File: src/rtl/branch_predictor.sv
// Fetch-side branch predictor: direct-mapped BTB with 2-bit direction counters,
// trained by EX-stage resolutions, with a registered one-cycle mispredict flush.
module branch_predictor #(
    parameter int SIZE     = 32,
    parameter int IDX_BITS = 4,
    parameter int TAG_BITS = 8
) (
    input  logic            clk,
    input  logic            rst_n,
    input  logic            if_valid_i,
    input  logic [SIZE-1:0] if_pc_i,
    output logic            pred_taken_o,
    output logic [SIZE-1:0] pred_target_o,
    input  logic            ex_valid_i,
    input  logic            ex_is_branch_i,
    input  logic [SIZE-1:0] ex_pc_i,
    input  logic            ex_taken_i,
    input  logic [SIZE-1:0] ex_target_i,
    input  logic            ex_pred_taken_i,
    input  logic [SIZE-1:0] ex_pred_target_i,
    output logic            flush_o,
    output logic [SIZE-1:0] redirect_pc_o,
    output logic [31:0]     br_cnt_o,
    output logic [31:0]     mispred_cnt_o
);
    localparam int              ENTRIES = 1 << IDX_BITS;
    localparam logic [SIZE-1:0] PC_STEP = SIZE'(4);

    logic                r_valid  [ENTRIES];
    logic [TAG_BITS-1:0] r_tag    [ENTRIES];
    logic [SIZE-1:0]     r_target [ENTRIES];
    logic [1:0]          r_ctr    [ENTRIES];

    logic                r_flush_p1;
    logic [SIZE-1:0]     r_redirect_pc_p1;
    logic [31:0]         r_br_cnt;
    logic [31:0]         r_mispred_cnt;

    logic [IDX_BITS-1:0] w_if_idx;
    logic [TAG_BITS-1:0] w_if_tag;
    logic                w_if_hit;
    logic [IDX_BITS-1:0] w_ex_idx;
    logic [TAG_BITS-1:0] w_ex_tag;
    logic                w_ex_hit;
    logic                w_upd;
    logic [SIZE-1:0]     w_actual_pc;
    logic [SIZE-1:0]     w_pred_pc;
    logic                w_mispred;

    function automatic logic [1:0] ctr_inc(input logic [1:0] c);
        return (c == 2'b11) ? 2'b11 : c + 2'b01;
    endfunction

    function automatic logic [1:0] ctr_dec(input logic [1:0] c);
        return (c == 2'b00) ? 2'b00 : c - 2'b01;
    endfunction

    // IF stage: zero-latency lookup against pre-update table contents
    assign w_if_idx      = if_pc_i[IDX_BITS+1:2];
    assign w_if_tag      = if_pc_i[IDX_BITS+TAG_BITS+1:IDX_BITS+2];
    assign w_if_hit      = if_valid_i & r_valid[w_if_idx] & (r_tag[w_if_idx] == w_if_tag);
    assign pred_taken_o  = w_if_hit & r_ctr[w_if_idx][1];
    assign pred_target_o = pred_taken_o ? r_target[w_if_idx] : if_pc_i + PC_STEP;

    // EX stage: resolution, training and mispredict detection
    assign w_ex_idx    = ex_pc_i[IDX_BITS+1:2];
    assign w_ex_tag    = ex_pc_i[IDX_BITS+TAG_BITS+1:IDX_BITS+2];
    assign w_ex_hit    = r_valid[w_ex_idx] & (r_tag[w_ex_idx] == w_ex_tag);
    assign w_upd       = ex_valid_i & ex_is_branch_i;
    assign w_actual_pc = ex_taken_i      ? ex_target_i      : ex_pc_i + PC_STEP;
    assign w_pred_pc   = ex_pred_taken_i ? ex_pred_target_i : ex_pc_i + PC_STEP;
    assign w_mispred   = w_upd & (w_actual_pc != w_pred_pc);

    always_ff @(posedge clk or negedge rst_n) begin
        if (!rst_n) begin
            for (int i = 0; i < ENTRIES; i++) begin
                r_valid[i]  <= 1'b0;
                r_tag[i]    <= '0;
                r_target[i] <= '0;
                r_ctr[i]    <= 2'b01;
            end
        end else if (w_upd) begin
            if (w_ex_hit) begin
                if (ex_taken_i) begin
                    r_ctr[w_ex_idx]    <= ctr_inc(r_ctr[w_ex_idx]);
                    r_target[w_ex_idx] <= ex_target_i;
                end else begin
                    r_ctr[w_ex_idx]    <= ctr_dec(r_ctr[w_ex_idx]);
                end
            end else if (ex_taken_i) begin
                // Taken miss claims the slot, evicting any alias; start weakly taken
                r_valid[w_ex_idx]  <= 1'b1;
                r_tag[w_ex_idx]    <= w_ex_tag;
                r_target[w_ex_idx] <= ex_target_i;
                r_ctr[w_ex_idx]    <= 2'b10;
            end
        end
    end

    // P1: registered flush/redirect and statistics
    always_ff @(posedge clk or negedge rst_n) begin
        if (!rst_n) begin
            r_flush_p1       <= 1'b0;
            r_redirect_pc_p1 <= '0;
            r_br_cnt         <= '0;
            r_mispred_cnt    <= '0;
        end else begin
            r_flush_p1 <= w_mispred;
            if (w_mispred) begin
                r_redirect_pc_p1 <= w_actual_pc;
                r_mispred_cnt    <= r_mispred_cnt + 32'd1;
            end
            if (w_upd) begin
                r_br_cnt <= r_br_cnt + 32'd1;
            end
        end
    end

    assign flush_o       = r_flush_p1;
    assign redirect_pc_o = r_redirect_pc_p1;
    assign br_cnt_o      = r_br_cnt;
    assign mispred_cnt_o = r_mispred_cnt;

endmodule
File: config.mk
export PLATFORM = sky130hd
export DESIGN_NAME = branch_predictor
export DESIGN_NICKNAME = d
export VERILOG_FILES = /design/src/rtl/branch_predictor.sv
export SDC_FILE = /design/constraint.sdc
export NUM_CORES = 2
export LEC_CHECK = 0
export CORE_UTILIZATION = 65
export CTS_BUF_LIST = sky130_fd_sc_hd__clkbuf_16
export CTS_CLUSTER_SIZE = 16
export DETAILED_ROUTE_END_ITERATION = 8
export GPL_ROUTABILITY_DRIVEN = 0
export MAX_ROUTING_LAYER = met4
export PLACE_DENSITY = 0.86
export RECOVER_POWER = 25
export SLEW_MARGIN = 20
export SYNTH_ARGS = -nofsm -noshare
export SYNTH_HDL_FRONTEND = slang
export SYNTH_SLANG_ARGS = --single-unit
File: constraint.sdc
create_clock -name clk -period 7.8 [get_ports clk]
set_clock_uncertainty 0.1 [all_clocks]
set_input_delay 0.78 -clock clk [delete_from_list [all_inputs] [get_ports clk]]
set_output_delay 0.78 -clock clk [all_outputs]
set_load 0.02 [all_outputs]
# Yosys cells after proc, flatten, opt, wreduce, memory -nomap -nowiden
# Cells that the tools add are included.
# W data, S select, Z words.
# totals
ff_bits	785
input_bits	135
output_inout_bits	130
wordCells	141
# classes
n_addsub	6
magnitude_cmp	3
eq_ne	4
mux	41
n_bitwise	13
n_reduce_logical	6
# ops
cell	n
$bwmux W512	1
$mux W32	9
$bmux W32 S4	1
$bwmux W128	1
$demux W32 S4	1
$add A32 B1 Y32 const B	2
$add A32 B3 Y32 const B	2
$bmux W8 S4	2
$bwmux W32	2
$mux W8	5
$demux W8 S4	1
$ne A32 B32 Y1	1
$or A16 B16 Y16	2
$and A16 B16 Y16	1
$bmux W2 S4	2
$eq A8 B8 Y1	2
$not A16 Y16	1
$mux W2	7
$ge A5 B5 Y1 const B	2
$not A4 Y5	2
$bmux W1 S4	2
$demux W2 S4	1
$and A1 B1 Y1	6
$lt A5 B1 Y1 const B	1
other kinds (11)	16

# Logic depth before layout (Yosys ltp)
# logic_depth
ltp_word	9
ltp_mapped	17

# Worst setup path before layout
# OpenSTA, ideal clock, no wires.
# synth_path
kind	input port to output port
startpoint	input port if_pc_i[2]
endpoint	output port pred_target_o[0]
arrival_ps	4016
path_slack_ps	2904
stages	9
n_path_buf	5
path_cell_list	buf_1 clkbuf_1 clkbuf_1 clkbuf_1 buf_1 mux4_2 mux4_2 nand2_1 nand2_1
# synth_between
elab_chain_len	8
# synth_rtl
element	line_no	source
start, declared	11	input logic [SIZE-1:0] if_pc_i,
$not A4 Y5 (implied by the code) (*)	61, 62, 63	
$bmux W8 S4 or $bmux W1 S4 (tied branches)	61	assign w_if_hit = if_valid_i & r_valid[w_if_idx] & (r_tag[w_if_idx] == w_if_tag);
$mux W8 (implied by the code) or $mux W1 (tied branches) (2 in a row)	61	
$eq A8 B8 Y1 or $and A1 B1 Y1 (tied branches)	61	
$and A1 B1 Y1	61	
$and A1 B1 Y1	62	assign pred_taken_o = w_if_hit & r_ctr[w_if_idx][1];
$mux W32 (*)	63	assign pred_target_o = pred_taken_o ? r_target[w_if_idx] : if_pc_i + PC_STEP;
end, declared	13	output logic [SIZE-1:0] pred_target_o,
# Every way passes the cells marked *; elsewhere a longest branch is shown, timed or not. The select of a mux whose other input is x is not followed.

# Worst setup path in the final report
# layout_path
startpoint	input port if_pc_i[2]
endpoint	output port pred_target_o[31]
# layout_between
elab_chain_len	8
# layout_rtl
element	line_no
$not A4 Y5 (implied by the code)	61, 62, 63
$bmux W8 S4 or $bmux W1 S4 (tied branches)	61
$mux W8 (implied by the code) or $mux W1 (tied branches) (2 in a row)	61
$eq A8 B8 Y1 or $and A1 B1 Y1 (tied branches)	61
$and A1 B1 Y1	61
$and A1 B1 Y1	62
$mux W32 (*)	63
# Marks and branches as above.

==> impl_metrics.toml <==
[clock_tree]
root_buffer = "clkbuf_16"
htreeDepth = 3
clk_path_buf_depth = 3
cts_sinks = 785
tritoncts = "yes"
cts_setup_buffers = 0
clk_latency_ns = 0.64
cts_resized = 0
cts_buffers = 81
hold_buffers = 0
clkTransAtPathRegs_ns = 0.06

[floorplan]
io_pins = 265
core_region_area_mm2 = 0.0606
die_h_um = 250
die_area_mm2 = 0.0626
row_count = 90
start_util_pct = 66.1
fp.dieW_um = 250

[final_layout]
nets = 3257
syn_to_final_growth_pct = 14.3
multi_input_area_mm2 = 0.0193
final_layout_size_suffix_gt1_share_pct = 35.0
fin_area_mm2 = 0.0458
finalNonFillerCells = 3964
regArea_mm2 = 0.0197
fillers = 3511

[power]
p_leak_nw = 20.3
peakVddDrop_v = 0.000236
power_density_mw_per_mm2 = 236
p_total_mw = 10.8

[yosys]
synth_seq_area_share_pct = 49.1
yosysMostFrequentCell = "dfrtp_1"
synth_top_cell_by_area = "dfrtp_1"
synth_edf_count = 0
syn_area_mm2 = 0.0400
synthTopCellsByArea = "dfrtp_1, mux2_2, mux4_2, xnor2_1, nand2_1"
syn_nets = 3127
yosysTopAreaCellShare_pct = 48.1
ys_types = 77
ys_seq_elements = 785
ys_top_cells_by_count = "dfrtp_1, mux2_2, mux4_2, nand2_1, clkbuf_1"
ys.flop_type = "dfrtp_1"
syn-mean-instance-area_um2 = 13.4
async_reset_ff_share_pct = 100
yosys_warnings = 0
netlist_instances = 2985

[critical_path]
path_class = "input port to output pin"
cp.required_ns = 6.92
cp_cell_sequence = "buf_8, mux4_2, nor2b_1, a211oi_1, a21oi_1, xor2_1, or3_2, nor2_1, a21oi_1, clkdlybuf4s50_1"
startpoint_type = "input port"
cpMaxStageDelayCell = "or3_2"
end_kind = "output pin"
path_buf_inv = 2
cp_common_cell = "a21oi_1"
path_delay_family = "simple AND/OR/NAND/NOR gates"
worstPathMaxFanout = 56
cpPeakStageDelay_ns = 0.90
cp_data_arrival_time_ns = 5.22
regToRegSetupSlack_ns = 3.01

[timing]
worstMarginPinSlew_ns = 6.14
fmax_ghz = 0.164
rsz0062_at_grt = "no"
fin_setup_tns_ns = 0
min_period_over_period_pct = 78.2
maxSlewViolCount = 106
final_hold_viol_count = 0
slew_headroom_pct = -309
setup_viol_count_final = 0
fin_crit_ns = 6.10

[placement]
placed_cells = 3813
io_buffers = 264
dp_hpwl_um = 70700
place_area_mm2 = 0.0430

[grt]
antenna_found_initial = 4
grt_pass1_vias = 29500
grt_pass1_wl_um = 178000
grt_overflow_total = 0
track_usage_pct = 38.8
grt_max_degree = 201

[route]
wirelength_um = 116000
num_vias = 28100
routed_via_density = 7.08
drc = 0
wl_per_cell_um = 29.2
drt_pass1_iterations = 7
ant_nets = 0
drtIter0Drc = 3310

[run_status]
status = "finished, violations left"
violations = "max-capacitance violations, max-slew violations"

[run]
drv_cap = 1

[hold_path]
hp-class = "flip-flop to flip-flop"
-- layout by cell type, fill, tap and decap left out, types with 22 or more instances in the layout --
cell,synthesis,routed
mux4_2,255,255
clkbuf_16,0,85
o21ai_0,90,90
inv_1,21,36
nor3_1,32,31
xnor2_1,103,103
xor2_1,78,78
nand3_1,79,79
dfrtp_1,769,769
nand2b_1,22,22
and3_1,27,26
nand4_1,55,55
nor2_1,89,89
mux2_2,625,625
nand2_1,184,169
buf_4,4,41
clkdlybuf4s50_1,0,254
a21oi_1,49,49
-- power breakdown --
part / internal, mW / switching (mW) / leakage, nW
clock network: 2.37 / 1.65 / 1.39
registers: 4.60 / 0.368 / 10.3
logic: 0.975 / 0.830 / 8.61
total: 7.95 / 2.84 / 20.3
-- worst reg2reg max path: stages (launching register included) --
cell and delay [ns]:
dfrtp_1 0.39, mux4_2 0.49, mux4_2 0.49, xnor2_1 0.32, nand4_1 0.17, nor3_1 0.79, clkinv_1 0.66, nand3_1 0.84
mux2_2 0.42
-- stage by stage --
step | util (%) | hold slack [ns] | worst slack, ns
final | 75.5 | 0.366 | 1.70
after global routing | 75.5 | 0.380 | 0.841
after CTS | 75.5 | 0.157 | 1.84
after detailed placement | 71.0 | 0.361 | 1.69
after global placement | 71.0 | 0.356 | 1.85
after floorplan | - | 0.345 | 2.90
-- flip-flops by register name, summed over array words and instances, names as in the netlist --
| name | cells |
|---|---|
| mispred_cnt_o | 32 |
| r_valid | 16 |
| br_cnt_o | 32 |
| redirect_pc_o | 32 |
| r_tag | 128 |
| r_ctr | 32 |
| r_target | 512 |
| flush_o | 1 |
-- cells by family (layout without fill, tap and decap cells) --
logic type,count (synthesis),after routing,share of synthesized area (%)
muxes,905,905,32.6
DFF,785,785,49.1
and+or+nand+nor,575,575,7.18
buffers and inverters,286,479,2.84
AOI/OAI and AO/OA,240,240,3.80
xor gates and xnor gates,185,185,4.19
adders and majority gates,9,9,0.269
other,0,4,0
-- path summary, 6_finish.rpt --
check / from / cells past startpoint / endpoint
min in group asynchronous: rst_n / 1 / r_tag[80]$_DFFE_PN0P_
max reg2reg: r_tag[65]$_DFFE_PN0P_ / 8 / r_tag[17]$_DFFE_PN0P_
max in group asynchronous: rst_n / 1 / r_target[130]$_DFFE_PN0P_
min reg2reg: mispred_cnt_o[31]$_DFFE_PN0P_ / 1 / mispred_cnt_o[31]$_DFFE_PN0P_
max: if_pc_i[2] / 10 / pred_target_o[31]
min: mispred_cnt_o[31]$_DFFE_PN0P_ / 1 / mispred_cnt_o[31]$_DFFE_PN0P_
-- routing by layer --
layer	GRT usage, %	share of wire [%]	up-vias
li1	-	-	11300
met1	47.8	37	14500
met2	60.5	49	1789
met3	9.12	9.6	442
met4	19.9	5.1	0
met5	-	0	-
-- area by class of cell --
| cell class | instances | area share (%) |
|---|---|---|
| Multi-Input combinational cell | 1914 | 42.1 |
| Clock inverter | 61 | 1.32 |
| Timing Repair Buffer | 309 | 6.56 |
| Inverter | 24 | 0.197 |
| Sequential cell | 785 | 43.0 |
| Antenna cell | 4 | 0.0219 |
| Clock buffer | 85 | 4.65 |
| Tap cell | 782 | 2.14 |
(Power assumes the default switching activity.)
